==> src/rtl/scc_wave_sched_if.sv <==
// rtl/scc_wave_sched_if.sv - CPU, loader, pointer and wave-RAM signal bundle for scc_wave_sched
interface scc_wave_sched_if;
  logic        CpuReq;
  logic        CpuWr;
  logic [7:0]  CpuAdr;
  logic [7:0]  CpuDat;
  logic        LdReq;
  logic [7:0]  LdAdr;
  logic [7:0]  LdDat;
  logic [24:0] PtrBus;
  logic [7:0]  RamAdr;
  logic [7:0]  RamDin;
  logic        RamWe;
  logic [1:0]  RamSel;
  logic        MixEna;
  logic [2:0]  MixCh;
  logic        LdAck;
  logic        FrameStb;
  logic [4:0]  MissMask;
  logic [7:0]  MissCnt;

  modport master (
    output CpuReq, CpuWr, CpuAdr, CpuDat, LdReq, LdAdr, LdDat, PtrBus,
    input  RamAdr, RamDin, RamWe, RamSel, MixEna, MixCh, LdAck, FrameStb, MissMask, MissCnt
  );

  modport slave (
    input  CpuReq, CpuWr, CpuAdr, CpuDat, LdReq, LdAdr, LdDat, PtrBus,
    output RamAdr, RamDin, RamWe, RamSel, MixEna, MixCh, LdAck, FrameStb, MissMask, MissCnt
  );
endinterface

==> src/rtl/scc_wave_sched.sv <==
// rtl/scc_wave_sched.sv - wave-RAM slot scheduler: CPU, five playback channels, preset loader
module scc_wave_sched (
  input logic             pSltClk_n,
  input logic             pSltRst,
  scc_wave_sched_if.slave bus
);
  typedef enum logic [1:0] {
    SEL_IDLE = 2'b00,
    SEL_CPU  = 2'b01,
    SEL_LD   = 2'b10,
    SEL_PLAY = 2'b11
  } sel_e;

  logic [2:0] slot_q, slot_d;
  logic [4:0] pend_q, pend_d;
  logic [4:0] eff_pend, left_pend, clr_mask;
  logic [7:0] adr_q, adr_d, din_q, din_d;
  logic       we_q, we_d, ack_q, ack_d;
  logic       mix_ena_q, mix_ena_d;
  logic [2:0] mix_ch_q, mix_ch_d;
  sel_e       sel_q, sel_d, gnt;
  logic [2:0] play_ch;
  logic       play_hit;
  logic [4:0] ptr;
  logic [4:0] mask_q, mask_d;
  logic [7:0] cnt_q, cnt_d;
  logic [8:0] cnt_sum;
  logic [2:0] miss_ones;

  assign eff_pend = (slot_q == 3'd0) ? 5'b11111 : pend_q;

  always_comb begin
    play_ch  = 3'd0;
    play_hit = 1'b0;
    for (int i = 4; i >= 0; i--) begin
      if (eff_pend[i]) begin
        play_ch  = 3'(i);
        play_hit = 1'b1;
      end
    end
  end

  always_comb begin
    case (play_ch)
      3'd0:    ptr = bus.PtrBus[4:0];
      3'd1:    ptr = bus.PtrBus[9:5];
      3'd2:    ptr = bus.PtrBus[14:10];
      3'd3:    ptr = bus.PtrBus[19:15];
      default: ptr = bus.PtrBus[24:20];
    endcase
  end

  // The loader is skipped while its ack is showing: LdReq is still high that cycle.
  always_comb begin
    gnt      = SEL_IDLE;
    clr_mask = 5'b00000;
    if (bus.CpuReq) begin
      gnt = SEL_CPU;
    end else if (play_hit) begin
      gnt      = SEL_PLAY;
      clr_mask = 5'b00001 << play_ch;
    end else if (bus.LdReq && !ack_q) begin
      gnt = SEL_LD;
    end
  end

  always_comb begin
    adr_d     = adr_q;
    din_d     = din_q;
    we_d      = 1'b0;
    ack_d     = 1'b0;
    sel_d     = gnt;
    mix_ena_d = (sel_q == SEL_PLAY);
    mix_ch_d  = adr_q[7:5];
    case (gnt)
      SEL_CPU: begin
        adr_d = bus.CpuAdr;
        din_d = bus.CpuDat;
        we_d  = bus.CpuWr;
      end
      SEL_PLAY: adr_d = {play_ch, ptr};
      SEL_LD: begin
        adr_d = bus.LdAdr;
        din_d = bus.LdDat;
        we_d  = 1'b1;
        ack_d = 1'b1;
      end
      default: ;
    endcase

    left_pend = eff_pend & ~clr_mask;
    miss_ones = {2'b00, left_pend[0]} + {2'b00, left_pend[1]} + {2'b00, left_pend[2]}
              + {2'b00, left_pend[3]} + {2'b00, left_pend[4]};
    cnt_sum   = {1'b0, cnt_q} + {6'b000000, miss_ones};
    slot_d    = slot_q + 3'd1;
    pend_d    = left_pend;
    mask_d    = mask_q;
    cnt_d     = cnt_q;
    if (slot_q == 3'd7) begin
      pend_d = 5'b00000;
      mask_d = left_pend;
      cnt_d  = cnt_sum[8] ? 8'hff : cnt_sum[7:0];
    end
  end

  always_ff @(posedge pSltClk_n) begin
    if (pSltRst) begin
      slot_q    <= 3'd0;
      pend_q    <= 5'b00000;
      adr_q     <= 8'h00;
      din_q     <= 8'h00;
      we_q      <= 1'b0;
      ack_q     <= 1'b0;
      sel_q     <= SEL_IDLE;
      mix_ena_q <= 1'b0;
      mix_ch_q  <= 3'd0;
      mask_q    <= 5'b00000;
      cnt_q     <= 8'h00;
    end else begin
      slot_q    <= slot_d;
      pend_q    <= pend_d;
      adr_q     <= adr_d;
      din_q     <= din_d;
      we_q      <= we_d;
      ack_q     <= ack_d;
      sel_q     <= sel_d;
      mix_ena_q <= mix_ena_d;
      mix_ch_q  <= mix_ch_d;
      mask_q    <= mask_d;
      cnt_q     <= cnt_d;
    end
  end

  assign bus.RamAdr   = adr_q;
  assign bus.RamDin   = din_q;
  assign bus.RamWe    = we_q;
  assign bus.RamSel   = sel_q;
  assign bus.MixEna   = mix_ena_q;
  assign bus.MixCh    = mix_ch_q;
  assign bus.LdAck    = ack_q;
  assign bus.FrameStb = (slot_q == 3'd0) && !pSltRst;
  assign bus.MissMask = mask_q;
  assign bus.MissCnt  = cnt_q;
endmodule

==> src/flat_wrapper.sv <==
// flat-port wrapper written by rule: the top's interface ports become plain ports
module scc_wave_sched_flat 
  (pSltClk_n, pSltRst, bus_CpuReq, bus_CpuWr, bus_CpuAdr, bus_CpuDat, bus_LdReq, bus_LdAdr, bus_LdDat, bus_PtrBus, bus_RamAdr, bus_RamDin, bus_RamWe, bus_RamSel, bus_MixEna, bus_MixCh, bus_LdAck, bus_FrameStb, bus_MissMask, bus_MissCnt);
  scc_wave_sched_if bus_i ();
  input logic pSltClk_n;
  input logic pSltRst;
  input wire logic [$bits(bus_i.CpuReq)-1:0] bus_CpuReq;
  input wire logic [$bits(bus_i.CpuWr)-1:0] bus_CpuWr;
  input wire logic [$bits(bus_i.CpuAdr)-1:0] bus_CpuAdr;
  input wire logic [$bits(bus_i.CpuDat)-1:0] bus_CpuDat;
  input wire logic [$bits(bus_i.LdReq)-1:0] bus_LdReq;
  input wire logic [$bits(bus_i.LdAdr)-1:0] bus_LdAdr;
  input wire logic [$bits(bus_i.LdDat)-1:0] bus_LdDat;
  input wire logic [$bits(bus_i.PtrBus)-1:0] bus_PtrBus;
  output wire logic [$bits(bus_i.RamAdr)-1:0] bus_RamAdr;
  output wire logic [$bits(bus_i.RamDin)-1:0] bus_RamDin;
  output wire logic [$bits(bus_i.RamWe)-1:0] bus_RamWe;
  output wire logic [$bits(bus_i.RamSel)-1:0] bus_RamSel;
  output wire logic [$bits(bus_i.MixEna)-1:0] bus_MixEna;
  output wire logic [$bits(bus_i.MixCh)-1:0] bus_MixCh;
  output wire logic [$bits(bus_i.LdAck)-1:0] bus_LdAck;
  output wire logic [$bits(bus_i.FrameStb)-1:0] bus_FrameStb;
  output wire logic [$bits(bus_i.MissMask)-1:0] bus_MissMask;
  output wire logic [$bits(bus_i.MissCnt)-1:0] bus_MissCnt;
  assign bus_i.CpuReq = bus_CpuReq;
  assign bus_i.CpuWr = bus_CpuWr;
  assign bus_i.CpuAdr = bus_CpuAdr;
  assign bus_i.CpuDat = bus_CpuDat;
  assign bus_i.LdReq = bus_LdReq;
  assign bus_i.LdAdr = bus_LdAdr;
  assign bus_i.LdDat = bus_LdDat;
  assign bus_i.PtrBus = bus_PtrBus;
  assign bus_RamAdr = bus_i.RamAdr;
  assign bus_RamDin = bus_i.RamDin;
  assign bus_RamWe = bus_i.RamWe;
  assign bus_RamSel = bus_i.RamSel;
  assign bus_MixEna = bus_i.MixEna;
  assign bus_MixCh = bus_i.MixCh;
  assign bus_LdAck = bus_i.LdAck;
  assign bus_FrameStb = bus_i.FrameStb;
  assign bus_MissMask = bus_i.MissMask;
  assign bus_MissCnt = bus_i.MissCnt;
  scc_wave_sched u_core (.pSltClk_n(pSltClk_n), .pSltRst(pSltRst), .bus(bus_i));
endmodule
==> config.mk <==
export PLATFORM = sky130hd
export DESIGN_NAME = scc_wave_sched_flat
export DESIGN_NICKNAME = d
export VERILOG_FILES = /design/src/rtl/scc_wave_sched_if.sv /design/src/rtl/scc_wave_sched.sv /design/src/flat_wrapper.sv
export SDC_FILE = /design/constraint.sdc
export NUM_CORES = 1
export LEC_CHECK = 0
export CORE_AREA = 2 2 92 94
export DETAILED_ROUTE_END_ITERATION = 8
export DIE_AREA = 0 0 94 96
export PLACE_DENSITY = 0.65
export RECOVER_POWER = 50
export SETUP_SLACK_MARGIN = 0.05
export SYNTH_ARGS = -nofsm -noshare
export SYNTH_HDL_FRONTEND = slang
export SYNTH_SLANG_ARGS = --single-unit
==> constraint.sdc <==
create_clock -name pSltClk_n -period 8.8 [get_ports pSltClk_n]
set_input_delay 0.88 -clock pSltClk_n [delete_from_list [all_inputs] [get_ports pSltClk_n]]
set_output_delay 0.88 -clock pSltClk_n [all_outputs]
set_load 0.02 [all_outputs]
==> summary.txt <==
Route
  – Detailed-route wire length per cell: 13.4 um
  – Vias: 2,299
  – Residual DRC count: 0
  – Highest metal used: met4
  – Wire length on met3: 612 um
  – DRT Pass-1 Iters: 4
  – DR iter-0 viols: 63
  – WL met2: 3110 um
  – Via/cell ratio: 4.82
  – Final wirelength: 6400 um
  – WL met1: 2630 um
  – DRT antenna net count: 0

Yosys
  – Synth Net Count: 359
  – Post-synth ARST share: 0%
  – Most used flip-flop cell after synthesis: dfxtp_1
  – #FFs+latches synth: 45
  – Synth top area cells: dfxtp_1 38%, nor2_1 6.1%, a21oi_1 5.3%
  – Post-synth cell types: 40
  – Ys Warns: 0
  – Mean post-synth cell area: 8.24 um^2
  – Sequential area share after synthesis: 38.5%
  – Synth Instances: 284
  – Post-synth EDFFs: 0
  – Yosys top cell area share: 38.5%
  – Cell area after synthesis: 0.00234 mm^2
  – Synth area leader: dfxtp_1

Clock tree
  – Clock Tree Root: clkbuf_8
  – Clock buffer depth: 2
  – Clock transition at path regs: 90 ps
  – CTS Buf Count: 5
  – Resize count post-CTS: 0
  – Post CTS Setup Buffer Count: 0
  – CTS tree: done
  – H-tree depth: 2
  – Hold_buf cts: 0
  – Clock insertion delay at the later pin of the skew report: 300 ps
  – Clk sinks: 45

Finish
  – Layout overhead on the synthesized area: 49.3%
  – Fin util: 43.4%
  – Layout Cells excl Fill: 477
  – Final net count: 446
  – Fillers: 812
  – Layout cells sized above 1: 3.23%
  – Ant diodes: 0

Place
  – Post-Place Cells: 469
  – Post-Place Setup Slack: 4060 ps
  – Routability congestion estimate: 0.800
  – I/O Buffers: 99
  – Hpwl dp: 4920 um

Die
  – FP Rows: 33
  – Die X: 94 um
  – Initial Util: 29.1%
  – IO Count: 100
  – Core area: 0.00805 mm^2
  – Die area: 0.00902 mm^2
  – Chip height: 96 um

Critical path
  – Crit Path Class: in -> reg
  – Critical Path RT: 8880 ps
  – CP Capture Type: register
  – Startpoint types: primary input
  – CP Data Arrival Time: 4550 ps
  – Worst-path fanout max: 9

Timing
  – Final Cycle Share: 50.8%
  – Final WS setup: 4330 ps
  – Clk_skew: 6.31 ps
  – Final hold violations: 0
  – RSZ-0062 raised after global routing: no
  – Setup violations, final: 0
  – Least-Margin Pin Slew: 2120 ps
  – Setup TNS: 0 ps
  – Pins Over Slew Limit: 49
  – Tmin final: 4470 ps
  – Fmax: 0.224 GHz
  – Max transition margin: -41.5%

Pwr
  – Sequential fraction of design power: 41.2%
  – Switching Share: 30.1%
  – Switching Power: 0.000169 W
  – Int Power: 0.000393 W
  – Peak supply drop: 0.0000655 V
  – Comb pwr share: 29.8%
  – Pleak: 1.42 nW
  – Clk pwr share: 29.0%
  – P per Cell Area: 161 mW/mm^2
  – Total Power: 0.000562 W

GRT
  – GRT Overall Usage: 15.1%
  – GRT overflow: 0
  – First-pass GRT wire length: 10,800 um
  – Largest net degree at the start of global routing: 49
  – Initial antenna violation count: 0
  – Vias in the first global route: 2,295

Outcome
  – Status: finished with violations
  – Failing checks: max-capacitance violations, max-slew violations

Run
  – Maxcap violations: 1

Min path
  – Worst hold path type: reg -> reg
[layer usage]
layer	GRT usage, %	vias up
met3	6.26	4
met2	25.8	76
met4	2.90	0
li1	-	1174
met1	18.1	1045
met5	0	-
[registers in the layout, summed over array words and instances, names as in the netlist, 2 cells and up]
signal and flops:
u_core.bus.MissCnt 8, u_core.bus.MissMask 5, u_core.bus.MixCh 3, u_core.bus.RamAdr 8, u_core.bus.RamDin 8, u_core.bus.RamSel 2
u_core.pend_q 5, u_core.slot_q 3
[stage by stage]
stage | cell area [um^2] | hold slack [ps]
2_1_floorplan | 2340 | 417
3_3_place_gp | 3380 | 429
3_5_place_dp | 3380 | 437
4_1_cts | 3500 | 452
5_1_grt | 3490 | 468
6_report | 3490 | 454
[path summary, 6_finish.rpt]
check                           to  slack (ps)  cells after the start            startpoint
max          u_core.bus.MissCnt[6]        4330                     17            bus_CpuReq
min              u_core.bus.MixEna         450                      2  u_core.bus.RamSel[1]
max reg2reg  u_core.bus.MissCnt[6]        4770                     18      u_core.slot_q[0]
min reg2reg      u_core.bus.MixEna         450                      2  u_core.bus.RamSel[1]
[cell usage after synthesis, types with 2 or more instances]
master	instances
nor2b_1	9
a21oi_1	25
buf_1	2
and2_1	2
inv_1	16
o22ai_1	11
clkbuf_1	10
a211oi_1	13
nor3b_1	2
a22oi_1	5
ha_1	10
nand3_1	2
o21ai_0	16
nand2_1	13
a21o_1	5
and3_1	7
mux2i_1	10
nor2_1	38
nand2b_1	3
nor3_1	10
fa_1	3
o31ai_1	5
xnor2_1	2
dfxtp_1	45
clkbuf_2	2
buf_2	4
[logic make-up (layout without fill, tap and decap cells)]
| logic type | count (synthesis) | after routing | synth area share (%) |
|---|---|---|---|
| AO/OA/AOI/OAI | 88 | 88 | 23.5 |
| AND/OR/NAND/NOR | 91 | 91 | 19.0 |
| multiplexers | 10 | 10 | 4.28 |
| buffers and inverters | 35 | 123 | 6.09 |
| XOR/XNOR | 2 | 2 | 0.748 |
| flip-flops | 45 | 45 | 38.5 |
| adder cells (fa/ha/maj) | 13 | 13 | 7.91 |
[power by group through the flow]
stage / combinational [W] / sequential (W) / clock [W]
CTS: 0.000172 / 0.000232 / 0.000169
global route: 0.000189 / 0.000235 / 0.000180
detailed placement: 0.000170 / 0.000236 / 0
finish: 0.000167 / 0.000232 / 0.000163
global placement: 0.000167 / 0.000236 / 0
floorplan: 0.0000891 / 0.000246 / 0
[worst max-delay path, stage by stage]
cell             delay, ps
clkdlybuf4s50_1        570
o21ai_0                210
and2_1                 180
inv_1                   50
ha_1                   260
inv_1                   40
fa_1                   470
inv_1                   40
ha_1                   190
fa_1                   500
inv_1                   60
fa_1                   400
nor2b_1                140
o211a_1                180
nand2_1                100
nor3_1                 190
nor3_1                  70
[cell type report]
type / count / area, um^2 / share of cell area, %
multi-input cells: 204 / 1300 / 37.1
repair buffers: 99 / 985 / 28.2
flip-flops and latches: 45 / 901 / 25.8
well taps: 105 / 131 / 3.76
clock buffers: 6 / 82.6 / 2.36
inverters: 16 / 60.1 / 1.72
clock inverters: 2 / 37.5 / 1.07
[cells in the final DEF (no fill, tap or decap), types with 9 or more instances in the layout]
master,count
nor3_1,10
nand2_1,13
o21ai_0,16
inv_1,16
dfxtp_1,45
mux2i_1,10
a211oi_1,13
nor2_1,38
nor2b_1,9
clkdlybuf4s50_1,74
o22ai_1,11
dlygate4sd3_1,24
ha_1,10
a21oi_1,25
Power figures use the tool's default switching activity.
